--- src/rtl/pc_fetch_unit.sv ---
// Program counter and fetch control for the single-cycle MIPS core; next-PC select, stall, halt.
// Latency: one clock from sampled redirect to pc_out; stall holds PC and counter. Optional PC_ALIGN_TRAP_EN.
// Backpressure: stall freezes PC, retired counter and state; redirects are dropped while stalled.
module pc_fetch_unit #(
    parameter logic [31:0] RESET_PC    = 32'h0000_0000,
    parameter int          IMEM_DEPTH  = 256,
    parameter logic [31:0] HALT_WORD   = 32'hFFFF_FFFF,
    parameter int          COUNT_W     = 16
`ifdef PC_ALIGN_TRAP_EN
    ,
    parameter logic [31:0] TRAP_VECTOR = 32'h0000_0380
`endif
) (
    input  logic               clock,
    input  logic               reset,
    input  logic [31:0]        instr_in,
    input  logic               stall,
    input  logic               branch_taken,
    input  logic [31:0]        branch_offset,
    input  logic               jump,
    input  logic [25:0]        jump_target,
    input  logic               jr,
    input  logic [31:0]        jr_target,
    output logic [31:0]        pc_out,
    output logic [31:0]        pc_plus4,
    output logic [31:0]        instr_out,
    output logic               instr_valid,
    output logic               halted,
    output logic [COUNT_W-1:0] retired_count,
    output logic               trap,
    output logic [31:0]        epc
);

    typedef enum logic [1:0] {
        S_BOOT = 2'd0,
        S_RUN  = 2'd1,
        S_HALT = 2'd2
    } state_t;

    // 33 bits so a program window ending exactly at 2^32 still compares correctly.
    localparam logic [32:0] PC_LIMIT = {1'b0, RESET_PC} + (33'(IMEM_DEPTH) << 2);

    state_t             state_q;
    logic [31:0]        pc_q;
    logic [COUNT_W-1:0] count_q;
    logic               halted_q;
    logic [31:0]        target;
    logic [31:0]        next_pc;
    logic               misaligned;
    logic               past_end;
    logic               is_halt_word;
    logic               active;

    assign pc_out        = pc_q;
    assign pc_plus4      = pc_q + 32'd4;
    assign halted        = halted_q;
    assign retired_count = count_q;

    assign is_halt_word = (instr_in == HALT_WORD);
    assign active       = (state_q == S_RUN) && !stall;
    assign instr_valid  = active && !is_halt_word;
    assign instr_out    = instr_valid ? instr_in : 32'h0;

    always_comb begin
        target = pc_plus4;
        if (jr) begin
            target = jr_target;
        end else if (jump) begin
            target = {pc_plus4[31:28], jump_target, 2'b00};
        end else if (branch_taken) begin
            target = pc_plus4 + (branch_offset << 2);
        end
    end

    assign misaligned = (target[1:0] != 2'b00);

`ifdef PC_ALIGN_TRAP_EN
    assign next_pc = misaligned ? TRAP_VECTOR : target;
`else
    assign next_pc = target & 32'hFFFF_FFFC;
`endif

    assign past_end = ({1'b0, next_pc} >= PC_LIMIT);

`ifdef PC_ALIGN_TRAP_EN
    logic        trap_q;
    logic [31:0] epc_q;

    assign trap = trap_q;
    assign epc  = epc_q;
`else
    assign trap = 1'b0;
    assign epc  = 32'h0;
`endif

    always_ff @(posedge clock or negedge reset) begin
        if (!reset) begin
            state_q  <= S_BOOT;
            pc_q     <= RESET_PC;
            count_q  <= '0;
            halted_q <= 1'b0;
`ifdef PC_ALIGN_TRAP_EN
            trap_q   <= 1'b0;
            epc_q    <= 32'h0;
`endif
        end else begin
`ifdef PC_ALIGN_TRAP_EN
            trap_q <= 1'b0;
`endif
            case (state_q)
                S_BOOT: state_q <= S_RUN;
                S_RUN: begin
                    if (active) begin
                        if (is_halt_word) begin
                            state_q  <= S_HALT;
                            halted_q <= 1'b1;
                        end else begin
                            if (count_q != '1) begin
                                count_q <= count_q + 1'b1;
                            end
                            // Running off the end commits this word but keeps PC on it.
                            if (past_end) begin
                                state_q  <= S_HALT;
                                halted_q <= 1'b1;
                            end else begin
                                pc_q <= next_pc;
`ifdef PC_ALIGN_TRAP_EN
                                if (misaligned) begin
                                    trap_q <= 1'b1;
                                    epc_q  <= pc_q;
                                end
`endif
                            end
                        end
                    end
                end
                S_HALT:  state_q <= S_HALT;
                default: state_q <= S_BOOT;
            endcase
        end
    end

endmodule

--- config.mk ---
export PLATFORM = sky130hd
export DESIGN_NAME = pc_fetch_unit
export DESIGN_NICKNAME = d
export VERILOG_FILES = /design/src/rtl/pc_fetch_unit.sv
export SDC_FILE = /design/constraint.sdc
export NUM_CORES = 1
export LEC_CHECK = 0
export BUFFER_PORTS_ARGS = -buffer_cell sky130_fd_sc_hd__buf_2
export CORE_AREA = 2 2 120 122
export CTS_BUF_LIST = sky130_fd_sc_hd__clkbuf_16
export DETAILED_ROUTE_END_ITERATION = 10
export DIE_AREA = 0 0 122 124
export PLACE_DENSITY = 0.77
export SETUP_SLACK_MARGIN = 0.4
export SLEW_MARGIN = 10
export SYNTH_ARGS = -nofsm -noshare
export SYNTH_HDL_FRONTEND = slang
export SYNTH_SLANG_ARGS = --single-unit
--- constraint.sdc ---
create_clock -name clock -period 4.7 [get_ports clock]
set_input_delay 1.41 -clock clock [delete_from_list [all_inputs] [get_ports clock]]
set_output_delay 1.41 -clock clock [all_outputs]
set_load 0.02 [all_outputs]
# Word level (Yosys, flattened, before mapping)
# Index checks and enable logic that the tools add are counted.
# word_totals
reg_bits,49
inputBits,128
output_inout_bits,147
wordCells,36
# classes
n_addsub,3
magnitude_cmp,1
n_eq_ne,6
mux,10
n_bitwise,2
n_reduce_logical,10
# ops
operator,n
2-to-1 mux 32 bit,4
"adder 32 x 3 -> 32 bit, second input constant",1
adder 32 bit,1
"== test 32 bit, second input constant",1
">= comparator 32 x 11 -> 1 bit, second input constant",1
"adder 16 x 1 -> 16 bit, second input constant",1
"!= test 16 bit, second input constant",1
AND reduction 4 bit,2
2-to-1 mux 2 bit,3
case mux 2 bit (3 select lines),1
"!= test 3 bit, second input constant",1
AND reduction 3 bit,1
"== test 2 x 1 -> 1 bit, second input constant",1
"== test 2 bit, second input constant",1
logical AND 1 bit,2
logical NOT 1 bit,2
logical NOT 2 bit,1
2-to-1 mux 1 bit,2
"!= test 2 bit, second input constant",1
NOT 1 bit,2
AND reduction 2 bit,1
nonzero test 2 bit,1

# Logic depth before layout (Yosys ltp)
# Gate-level depths: netlist of the first run.
# logic_depth
depth_word,10
depth_mapped,20
mapped_depth_nobuf,18

# Worst setup path after synthesis of the first run
# Ideal clock, no wire load.
# synth_path
path_type,flip-flop to flip-flop
startpoint,reg pc_q[4] (netlist: pc_out[4])
endpoint,reg pc_q[5] (netlist: pc_out[5])
arrival_ns,4.910
slack_ns,-0.337
stages_incl_launch_ff,18
n_path_buf,0
cell_sequence,dfrtp_1 > nand3_2 > or4_4 > nor2_1 > and4_1 > xor2_1 > ha_1 > a21oi_1 > o21ai_0 > a22oi_1 > nand4_1 > a2111o_1 > nor4_1 > nand4b_1 > nor4_2 > and4b_1 > nand3_4 > mux2_1
# synth_between
elab_chain_cells,8
# synth_rtl
item,line_no,text
from (decl),44,logic [31:0] pc_q;
from (signal assigned),126,pc_q <= next_pc;
adder 32 x 3 -> 32 bit (*),55,assign pc_plus4 = pc_q + 32'd4;
named net pc_plus4[23],25,"output logic [31:0] pc_plus4,"
adder 32 bit,71,target = pc_plus4 + (branch_offset << 2);
2-to-1 mux 32 bit (*),70,end else if (branch_taken) begin
2-to-1 mux 32 bit (*),68,end else if (jump) begin
2-to-1 mux 32 bit (*),66,if (jr) begin
>= comparator 32 x 11 -> 1 bit (*),83,"assign past_end = ({1'b0, next_pc} >= PC_LIMIT);"
NOT 1 bit (no source line) (*),-,
AND reduction 4 bit (no source line) (*),-,
# Mark *: on every way through the listed nets, which the timed path passes. The rest lies on a longest branch.
# A chain may end at the register's enable or synchronous reset.

# Final worst setup path of the first run
# layout_path
startpoint,reg pc_q[2] (netlist: pc_out[2])
endpoint,reg pc_q[30] (netlist: pc_out[30])
# layout_between
elab_chain_cells,8
# layout_rtl
item,line_no
adder 32 x 3 -> 32 bit (*),55
adder 32 bit,71
2-to-1 mux 32 bit,70
2-to-1 mux 32 bit (*),68
2-to-1 mux 32 bit (*),66
>= comparator 32 x 11 -> 1 bit,83
NOT 1 bit (no source line),-
AND reduction 4 bit (no source line),-
# Every way passes the cells marked *; elsewhere a longest branch is shown, timed or not.

==> flow_summary.json, run 1 <==
{
  "run_status": "finished clean",
  "htree_levels": 2,
  "holdPathEnd": "halted$_DFFE_PN0P_",
  "reg2reg_depth": 19,
  "clock_path_buffers": 2,
  "boundaryPins": 275,
  "drt-wirelength-per-cell_um": 18.89,
  "remaining_max_slew_budget_at_the_tightest_pin": 0.5503,
  "hold_violations_final": 0,
  "detail_route.drc_violations": 0,
  "cp_top_family": "simple AND/OR/NAND/NOR gates",
  "holdPathStages": 1,
  "mappedNetlistArea_um2": 5927,
  "regToRegEndpoint": "pc_out[30]$_DFFE_PN0P_",
  "num-nets-final": 1345,
  "post-place-cells": 1320,
  "post_synth_inst_count": 771,
  "synthDominantAreaCellType": "dfrtp_1",
  "most_common_library_cell_in_the_layout_ignoring_fill_and_taps": "buf_2",
  "final-max-slew-violation-count": 0,
  "placement.setup.worst_slack_ns": -0.3632,
  "antenna_cells": 0,
  "crit_slowest_cell": "or4_4",
  "max_freq_mhz": 213.3,
  "drt-pass1-iter-count": 5,
  "post_place_cell_area_um2": 8615,
  "static_leakage_nw": 4.967,
  "setup_slack_on_the_worst_flop_to_flop_path_ns": 0.01,
  "max_stage_delay_ns": 0.49,
  "critical_path_class": "reg -> reg",
  "ys_dominant_reg_cell": "dfrtp_1",
  "worstPathRequired_ns": 4.89,
  "setup_viol": 0,
  "ys_warn_count": 0,
  "total_power_mw": 1.467,
  "totalWireLength_um": 25690,
  "number_of_buffers_inserted_by_port_buffering": 233,
  "floorplan.die_area_um2": 15130,
  "syn-mean-instance-area_um2": 7.687,
  "path_type_of_the_worst_min_delay_path": "reg -> reg",
  "post-route-cell-area_um2": 9557,
  "synth.ff_latch_count": 49,
  "synth.lib_cells_used.distinct": 73,
  "worst_clock_skew_ns": 0.01006,
  "synth-edff-count": 0,
  "grt_start_max_net_pins": 34,
  "hold_slack_final_ns": 0.4732,
  "floorplan.core_area_um2": 13720,
  "post-synth-top-area-fraction": 0.2069,
  "fp-row-count": 43,
  "grt_use_total": 0.3215,
  "cell_types_with_the_largest_area_share_after_synthesis": "dfrtp_1 21%, ha_1 7.8%, and3_1 5.7%",
  "setup_total_negative_slack_ns": 0,
  "critical_path_endpoint_category": "register",
  "vdd.ir_drop.worst_v": 0.0001879,
  "final.min_clock_period_ns": 4.687,
  "synthArstFlopShare": 1.000,
  "timing.final.crit_share": 0.9973,
  "grt_pass1_wl_um": 37650,
  "clk-insertion-delay-late_ns": 0.30,
  "final_util": 0.6966,
  "timing.critical_path.cells": "buf_6 > ha_4 > nand4_1 > nor3_4 > buf_6 > nand4_1 > xnor2_2 > ha_4 > a21oi_2 > o21bai_2 > a221oi_2 > o21ai_1 > o311a_1 > or4_4 > nor4_2 > and4b_2 > nand3_4 > buf_4 > and2_1",
  "vias_per_cell": 5.783,
  "powerDensity_nw_per_um2": 153.5,
  "post_cts_hold_buffer_count": 0,
  "worst_margin_slew_ns": 0.6745,
  "antenna_found_initial": 2,
  "critPathMaxFanout": 8,
  "finalNonFillerCells": 1360,
  "cts_num_sinks": 49,
  "total_overflow_reported_by_the_global_router": 0,
  "r2r-start": "pc_out[2]$_DFFE_PN0P_",
  "die_extent_in_x_um": 122,
  "reported_max_cap_violation_count": 0,
  "arrival_time_reported_for_the_critical_path_endpoint_ns": 4.87,
  "layout_common_cells": "233 x buf_2, 188 x buf_4, 61 x nand2_1",
  "layout.filler_cells": 1127,
  "gp_routability_congestion": 1.003,
  "tritoncts": "built",
  "rsz0062_at_grt": "yes",
  "area.growth.synth_to_final_pct": 61.24,
  "cts-root-buf": "clkbuf_16",
  "final_critical_path_setup_slack_ns": 0.01283,
  "critical_path_startpoint_category": "register",
  "final_layout_size_suffix_gt1_frac": 0.4966,
  "critPathBufInv": 3,
  "postRouteAntennaNets": 0,
  "tritoncts.num_buffers": 5,
  "yosysSeqAreaShare": 0.2069,
  "hpwlAfterDp_um": 20240,
  "initial_utilization": 0.4320,
  "min_from": "halted$_DFFE_PN0P_",
  "initialDrtViolationCount": 723,
  "cts.reportedPaths.clkPinSlew_ns": 0.07,
  "via_count_of_the_first_global_routing_pass": 7367,
  "die_height_um": 124,
  "route.vias.total": 7865
}
[registers in the layout, summed over array words and instances, names as in the netlist]
name,cells
pc_out,30
state_q,2
halted,1
retired_count,16
[worst register-to-register path: stages, from the launching register on]
cell and delay, ns:
dfrtp_2 0.39, buf_6 0.11, ha_4 0.13, nand4_1 0.21
nor3_4 0.24, buf_6 0.17, nand4_1 0.14, xnor2_2 0.35
ha_4 0.28, a21oi_2 0.20, o21bai_2 0.11, a221oi_2 0.34
o21ai_1 0.10, o311a_1 0.14, or4_4 0.49, nor4_2 0.26
and4b_2 0.37, nand3_4 0.18, buf_4 0.22, and2_1 0.16
[report_power, final]
group	total, mW	switching (mW)	internal, mW
Sequential	0.476	0.0279	0.449
Combinational	0.622	0.355	0.266
Clock	0.369	0.170	0.199
Total	1.47	0.554	0.914
[layer usage]
metal / share of wire / vias to the layer above / wire (um) / GRT usage
met1: 0.38 / 3701 / 9736 / 0.3868
li1: - / 3611 / - / -
met5: 0.0012 / - / 30 / 0
met3: 0.085 / 70 / 2180 / 0.05540
met4: 0.037 / 4 / 959 / 0.1178
met2: 0.50 / 479 / 12780 / 0.5754
[final cells by class]
class	count	area, um2	area share
Multi-Input combinational cell	665	5084	0.5319
Timing Repair Buffer	435	2770	0.2899
Sequential cell	49	1245	0.1303
Tap cell	180	225.2	0.02357
Clock buffer	5	125.1	0.01309
Inverter	23	86.33	0.009034
Clock inverter	3	21.27	0.002226
[synthesized netlist by cell type (3+ instances only)]
cell / n
a211oi_1: 8
a21o_1: 5
a21oi_1: 47
a221oi_1: 5
a22oi_1: 6
a31oi_1: 12
and2_1: 22
and3_1: 54
and4_1: 6
buf_4: 37
clkbuf_1: 30
dfrtp_1: 49
ha_1: 37
inv_1: 23
mux2_1: 4
mux2_2: 3
mux2i_1: 11
nand2_1: 69
nand2b_1: 7
nand3_1: 23
nand4_1: 31
nand4b_1: 3
nor2_1: 48
nor2b_1: 6
nor3_1: 19
nor4_1: 12
o211ai_1: 12
o21a_1: 11
o21ai_0: 39
o221ai_1: 5
o22ai_1: 8
o311a_1: 3
o311ai_0: 4
or3_1: 3
xnor2_1: 29
xor2_1: 26
[what timing repair did]
action	CTS	global route
gates cloned	1	0
buffers inserted	16	15
resized for setup	70	44
hold endpoints to repair	0	0
endpoints found under the setup margin	34	37
pin swaps	51	39
[logic make-up (layout without fill, tap and decap cells)]
logic type,Yosys count,after routing,synth area share
other cells,1,37,0.0006327
simple gates,322,323,0.2962
flops,49,49,0.2069
fa+ha+maj,38,38,0.08149
xor+xnor,55,55,0.08127
compound gates,194,194,0.2170
buf+inv,94,466,0.08465
mux,18,18,0.03188
[how the worst max path moves through the flow]
stage	from	to	slack [ns]	depth (start not counted)
final	pc_out[2]$_DFFE_PN0P_	pc_out[30]$_DFFE_PN0P_	0.01	19
after global routing	pc_out[2]$_DFFE_PN0P_	pc_out[9]$_DFFE_PN0P_	-0.08	22
after CTS	pc_out[2]$_DFFE_PN0P_	pc_out[9]$_DFFE_PN0P_	0.14	19
after detailed placement	branch_offset[3]	pc_out[9]$_DFFE_PN0P_	-0.36	15
after global placement	branch_offset[0]	pc_out[9]$_DFFE_PN0P_	-0.30	14
after floorplan	pc_out[2]$_DFFE_PN0P_	pc_out[3]$_DFFE_PN0P_	0.17	17
(Power assumes the default switching activity.)
==> run 2: changes to the inputs <==
CELL_PAD_IN_SITES_DETAIL_PLACEMENT = 2   (was unset)
CELL_PAD_IN_SITES_GLOBAL_PLACEMENT = 2   (was unset)
CORE_AREA = 2 2 164 166   (was 2 2 120 122)
DIE_AREA = 0 0 166 168   (was 0 0 122 124)
PLACE_DENSITY = unset   (was 0.77)
PLACE_DENSITY_LB_ADDON = 0.1   (was unset)
==> run 2 against run 1 <==
- final cell count rose by 16%
- critical endpoint is now pc_out[5]$_DFFE_PN0P_
- clock-buffer cell count did not move
- largest cell class unchanged
- maximum frequency rose by 0.48%
- power rose by 9.0%
==> flow_summary.json, run 2 (synthesized netlist as in run 1, its figures left out) <==
{
  "run_status": "finished clean",
  "post_place_cell_area_um2": 9196,
  "path_type_of_the_worst_min_delay_path": "reg -> reg",
  "cts.reportedPaths.clkPinSlew_ns": 0.07,
  "tritoncts.num_buffers": 5,
  "final_layout_size_suffix_gt1_frac": 0.5240,
  "cts_num_sinks": 49,
  "hpwlAfterDp_um": 26780,
  "route.vias.total": 7728,
  "fp-row-count": 60,
  "final-max-slew-violation-count": 0,
  "routedLengthMet1_um": 13840,
  "antenna_found_initial": 3,
  "layout.filler_cells": 3074,
  "gp_routability_congestion": 0.8231,
  "static_leakage_nw": 5.186,
  "regToRegEndpoint": "pc_out[5]$_DFFE_PN0P_",
  "floorplan.die_area_um2": 27890,
  "postRouteAntennaNets": 0,
  "drt-wirelength-per-cell_um": 20.34,
  "critical_path_class": "in -> reg",
  "crit_path_capture": "pc_out[5]$_DFFE_PN0P_",
  "number_of_flip_flops_in_the_largest_register": 30,
  "grt_use_total": 0.2205,
  "setup_viol": 0,
  "grt_pass1_wl_um": 48570,
  "post-route-cell-area_um2": 10300,
  "remaining_max_slew_budget_at_the_tightest_pin": 0.5806,
  "dr_wl_met3_um": 1210,
  "grt_start_max_net_pins": 34,
  "post_cts_hold_buffer_count": 0,
  "htree_levels": 2,
  "boundaryPins": 275,
  "cts-root-buf": "clkbuf_16",
  "tritoncts": "built",
  "worstPathRequired_ns": 4.88,
  "final.min_clock_period_ns": 4.665,
  "critPathMaxFanout": 8,
  "clk-insertion-delay-late_ns": 0.29,
  "floorplan.core_area_um2": 26350,
  "arrival_time_reported_for_the_critical_path_endpoint_ns": 4.84,
  "drt-pass1-iter-count": 4,
  "powerDensity_nw_per_um2": 155.3,
  "vdd.ir_drop.worst_v": 0.0001820,
  "total_overflow_reported_by_the_global_router": 0,
  "r2r-start": "pc_out[3]$_DFFE_PN0P_",
  "final_critical_path_setup_slack_ns": 0.03516,
  "dr.max_layer_used": "met4",
  "initial_utilization": 0.2249,
  "hold_violations_final": 0,
  "detail_route.drc_violations": 0,
  "num-nets-final": 1394,
  "reported_max_cap_violation_count": 0,
  "worst_margin_slew_ns": 0.6210,
  "initialDrtViolationCount": 326,
  "clock_path_buffers": 2,
  "setup_slack_on_the_worst_flop_to_flop_path_ns": 0.05,
  "total_power_mw": 1.600,
  "crit_path_start": "branch_offset[1]",
  "layout_common_cells": "238 x buf_4, 232 x buf_2, 65 x nand2_1",
  "multiInputGateArea_um2": 5204,
  "sequential_cell_area_um2": 1245,
  "via_count_of_the_first_global_routing_pass": 8427,
  "rsz0062_at_grt": "yes",
  "number_of_buffers_inserted_by_port_buffering": 233,
  "vias_per_cell": 4.913,
  "totalWireLength_um": 32000,
  "reg2reg_depth": 20,
  "critical_path_endpoint_category": "register",
  "most_common_library_cell_in_the_layout_ignoring_fill_and_taps": "buf_4",
  "die_height_um": 168,
  "final_util": 0.3910,
  "worst_clock_skew_ns": 0.003771,
  "timing.final.crit_share": 0.9925,
  "critical_path_startpoint_category": "input pin",
  "wl_met2_um": 16570,
  "die_extent_in_x_um": 166,
  "area.growth.synth_to_final_pct": 73.84,
  "max_freq_mhz": 214.4,
  "placement.setup.worst_slack_ns": -0.4704
}
==> run 2: cell count changes in the layout (fill, tap and decap cells not counted), moves of 4 or more <==
cell     delta
buf_4      +50
nor2_1      +4
ha_4        +5
nand2_1     +4
==> run 2: metal layers <==
| layer | track usage | vias to the layer above |
|---|---|---|
| li1 | - | 3709 |
| met3 | 0.01951 | 20 |
| met1 | 0.2798 | 3822 |
| met5 | 0 | - |
| met2 | 0.4113 | 177 |
| met4 | 0.03629 | 0 |
==> run 2: power breakdown <==
part / total, mW / switching [mW] / internal, mW
registers: 0.476 / 0.0278 / 0.449
logic: 0.652 / 0.373 / 0.279
clock network: 0.471 / 0.164 / 0.307
==> run 2: stage by stage <==
step	cells	hold slack, ns	TNS (ns)
finish	1573	0.4747	0
CTS	1563	0.4881	0
floorplan	807	0.5431	0
global route	1573	0.5241	-4.656
detailed placement	1530	0.4595	-12.65
global placement	1530	0.4496	-10.57
==> run 2: worst min-delay path by stage <==
| stage | slack [ns] | endpoint | depth (start not counted) | startpoint |
|---|---|---|---|---|
| 2_1_floorplan | 0.54 | state_q[1]$_DFFE_PN0P_ | 2 | state_q[1]$_DFFE_PN0P_ |
| 3_3_place_gp | 0.45 | halted$_DFFE_PN0P_ | 1 | halted$_DFFE_PN0P_ |
| 3_5_place_dp | 0.46 | halted$_DFFE_PN0P_ | 1 | halted$_DFFE_PN0P_ |
| 4_1_cts | 0.49 | halted$_DFFE_PN0P_ | 1 | halted$_DFFE_PN0P_ |
| 5_1_grt | 0.52 | halted$_DFFE_PN0P_ | 1 | halted$_DFFE_PN0P_ |
| 6_report | 0.47 | halted$_DFFE_PN0P_ | 1 | halted$_DFFE_PN0P_ |
==> run 2: final cells by class <==
type	count	share of cell area
Antenna cell	3	0.0007286
Clock buffer	5	0.01214
Clock inverter	3	0.006679
Inverter	23	0.008379
Multi-Input combinational cell	665	0.5050
Sequential cell	49	0.1208
Tap cell	341	0.04141
Timing Repair Buffer	484	0.3048
==> run 2: timing repair <==
action | 4_1_cts | 5_1_grt
pin swaps | 48 | 38
setup buffers | 24 | 7
setup endpoints to repair | 33 | 33
cloned | 1 | 0
resized for setup | 74 | 56
==> run 2: worst max-delay path, cell delays in order <==
cell and delay [ns]:
buf_6 0.10, ha_4 0.24, a21o_1 0.14, nand4_1 0.15, a2111o_1 0.48, a31oi_2 0.23
mux2i_1 0.28, o41ai_2 0.12, or4_4 0.57, nor4_4 0.23, and4b_2 0.33, nand3_4 0.19
mux2_4 0.35
==> run 3: changes to the inputs <==
BUFFER_PORTS_ARGS = unset   (was -buffer_cell sky130_fd_sc_hd__buf_2)
CAP_MARGIN = 40   (was unset)
CORE_AREA = 2 2 142 144   (was 2 2 164 166)
DIE_AREA = 0 0 144 146   (was 0 0 166 168)
DONT_BUFFER_PORTS = 1   (was unset)
==> run 3 against run 2 <==
- critical path depth increased by 6
- combinational power shrank 24%
- the flow now finishes with violations (negative setup slack)
- via count decreased by 12%
- first-iteration DRC count decreased by 8.6%
- hold slack improved by 0.15 ns
==> flow_summary.json, run 3 (synthesized netlist as in run 1, its figures left out) <==
{
  "detail_route.drc_violations": 0,
  "critPathMaxFanout": 8,
  "via_count_of_the_first_global_routing_pass": 7473,
  "setup_slack_on_the_worst_flop_to_flop_path_ns": -0.12,
  "timing.final.crit_share": 1.025,
  "hold_violations_final": 0,
  "max_freq_mhz": 207.6,
  "die_height_um": 146,
  "worstPathRequired_ns": 4.85,
  "post-route-cell-area_um2": 8626,
  "multiInputGateArea_um2": 5199,
  "routedLengthMet1_um": 12190,
  "vias_per_cell": 5.639,
  "cts_num_sinks": 49,
  "failed_checks": "negative setup slack",
  "floorplan.core_area_um2": 19330,
  "clk-insertion-delay-late_ns": 0.30,
  "worst_clock_skew_ns": 0.007456,
  "antenna_found_initial": 0,
  "post_cts_hold_buffer_count": 0,
  "grt_pass1_wl_um": 44440,
  "grt_use_total": 0.2731,
  "number_of_buffers_inserted_by_port_buffering": 0,
  "layout.filler_cells": 2168,
  "area.growth.synth_to_final_pct": 45.54,
  "drt-pass1-iter-count": 5,
  "gp_routability_congestion": 0.8720,
  "boundaryPins": 275,
  "tritoncts.num_buffers": 5,
  "clock_path_buffers": 2,
  "setup_total_negative_slack_ns": -1.905,
  "path_type_of_the_worst_min_delay_path": "reg -> reg",
  "holdPathEnd": "halted$_DFFE_PN0P_",
  "critical_path_endpoint_category": "register",
  "cts.reportedPaths.clkPinSlew_ns": 0.07,
  "finalNonFillerCells": 1209,
  "final.min_clock_period_ns": 4.818,
  "r2r-start": "pc_out[6]$_DFFE_PN0P_",
  "rsz0062_at_grt": "yes",
  "worst_margin_slew_ns": 0.6417,
  "total_overflow_reported_by_the_global_router": 0,
  "drt-wirelength-per-cell_um": 24.94,
  "final_layout_size_suffix_gt1_frac": 0.3824,
  "post-place-cells": 1171,
  "floorplan.die_area_um2": 21020,
  "num-nets-final": 1109,
  "number_of_flip_flops_in_the_largest_register": 30,
  "final_critical_path_setup_slack_ns": -0.1177,
  "wl_met2_um": 15770,
  "fp-row-count": 51,
  "cts-root-buf": "clkbuf_16",
  "hpwlAfterDp_um": 23880,
  "static_leakage_nw": 3.946,
  "layout_common_cells": "184 x buf_4, 60 x nand2_1, 52 x and3_1",
  "grt_start_max_net_pins": 50,
  "reg2reg_depth": 19,
  "critical_path_startpoint_category": "register",
  "sequential_cell_area_um2": 1246,
  "most_common_library_cell_in_the_layout_ignoring_fill_and_taps": "buf_4",
  "die_extent_in_x_um": 144,
  "arrival_time_reported_for_the_critical_path_endpoint_ns": 4.97,
  "postRouteAntennaNets": 0,
  "critical_path_class": "reg -> reg",
  "dr.max_layer_used": "met4",
  "antenna_cells": 0,
  "regToRegEndpoint": "pc_out[9]$_DFFE_PN0P_",
  "initialDrtViolationCount": 298,
  "run_status": "complete, but fails checks",
  "min_from": "halted$_DFFE_PN0P_",
  "vdd.ir_drop.worst_v": 0.0002602,
  "setup_viol": 23,
  "reported_max_cap_violation_count": 0,
  "tritoncts": "built",
  "final-max-slew-violation-count": 0,
  "route.vias.total": 6818,
  "powerDensity_nw_per_um2": 170.4,
  "holdPathStages": 1,
  "htree_levels": 2,
  "dr_wl_met3_um": 1664,
  "initial_utilization": 0.3065,
  "final_util": 0.4461,
  "post_place_cell_area_um2": 7522,
  "totalWireLength_um": 30160,
  "remaining_max_slew_budget_at_the_tightest_pin": 0.5666
}
run 3: worst max-delay path by stage:
stage	end	cells past startpoint	startpoint	slack (ns)
final	pc_out[9]$_DFFE_PN0P_	19	pc_out[6]$_DFFE_PN0P_	-0.12
after global routing	pc_out[8]$_DFFE_PN0P_	19	pc_out[5]$_DFFE_PN0P_	-0.32
after CTS	pc_out[8]$_DFFE_PN0P_	19	pc_out[4]$_DFFE_PN0P_	0.04
after detailed placement	pc_out[19]$_DFFE_PN0P_	18	pc_out[3]$_DFFE_PN0P_	-0.47
after global placement	pc_out[28]$_DFFE_PN0P_	18	pc_out[3]$_DFFE_PN0P_	-0.29
after floorplan	pc_out[3]$_DFFE_PN0P_	17	pc_out[2]$_DFFE_PN0P_	0.17
run 3: critical path, stage by stage, from the launching register on:
cell,delay (ns)
dfrtp_2,0.40
buf_6,0.15
nand4_1,0.21
nor3_4,0.37
clkbuf_16,0.23
nand4_1,0.20
xnor2_2,0.34
ha_4,0.27
nand2_2,0.07
nor2_2,0.04
a211oi_2,0.29
nor2_1,0.10
o31a_1,0.33
a2111oi_2,0.30
nand4b_1,0.22
nor4_4,0.19
and4b_2,0.36
nand3_4,0.21
buf_4,0.25
mux2i_1,0.12
run 3: final cells by class:
cell class	instances	share of cell area
Timing Repair Buffer	199	0.1823
Tap cell	265	0.03844
Inverter	23	0.01001
Multi-Input combinational cell	665	0.6027
Clock buffer	5	0.01451
Sequential cell	49	0.1445
Clock inverter	3	0.007543
run 3: timing repair:
action | in CTS | in global routing
setup buffers | 17 | 10
endpoints found under the setup margin | 33 | 49
pin swaps | 45 | 20
gates cloned | 2 | 1
resized for setup | 79 | 61
run 3: report_power, final:
group          internal, mW  total [mW]  switching (mW)
Combinational         0.197       0.498           0.301
Sequential            0.448       0.502          0.0537
Clock                 0.304       0.469           0.165
run 3: layer usage:
metal,vias up,GRT usage
met5,-,0
met4,0,0.05686
met3,32,0.04508
met2,209,0.4979
met1,3436,0.3347
li1,3141,-
run 3: through the flow:
stage / hold WS [ns] / total power, mW / worst slack (ns)
after floorplan: 0.5431 / 0.8273 / 0.1684
after global placement: 0.5649 / 0.9100 / -0.2908
after detailed placement: 0.6031 / 0.9412 / -0.4651
after CTS: 0.6313 / 1.442 / 0.04380
after global routing: 0.6697 / 1.539 / -0.3232
final: 0.6279 / 1.470 / -0.1177
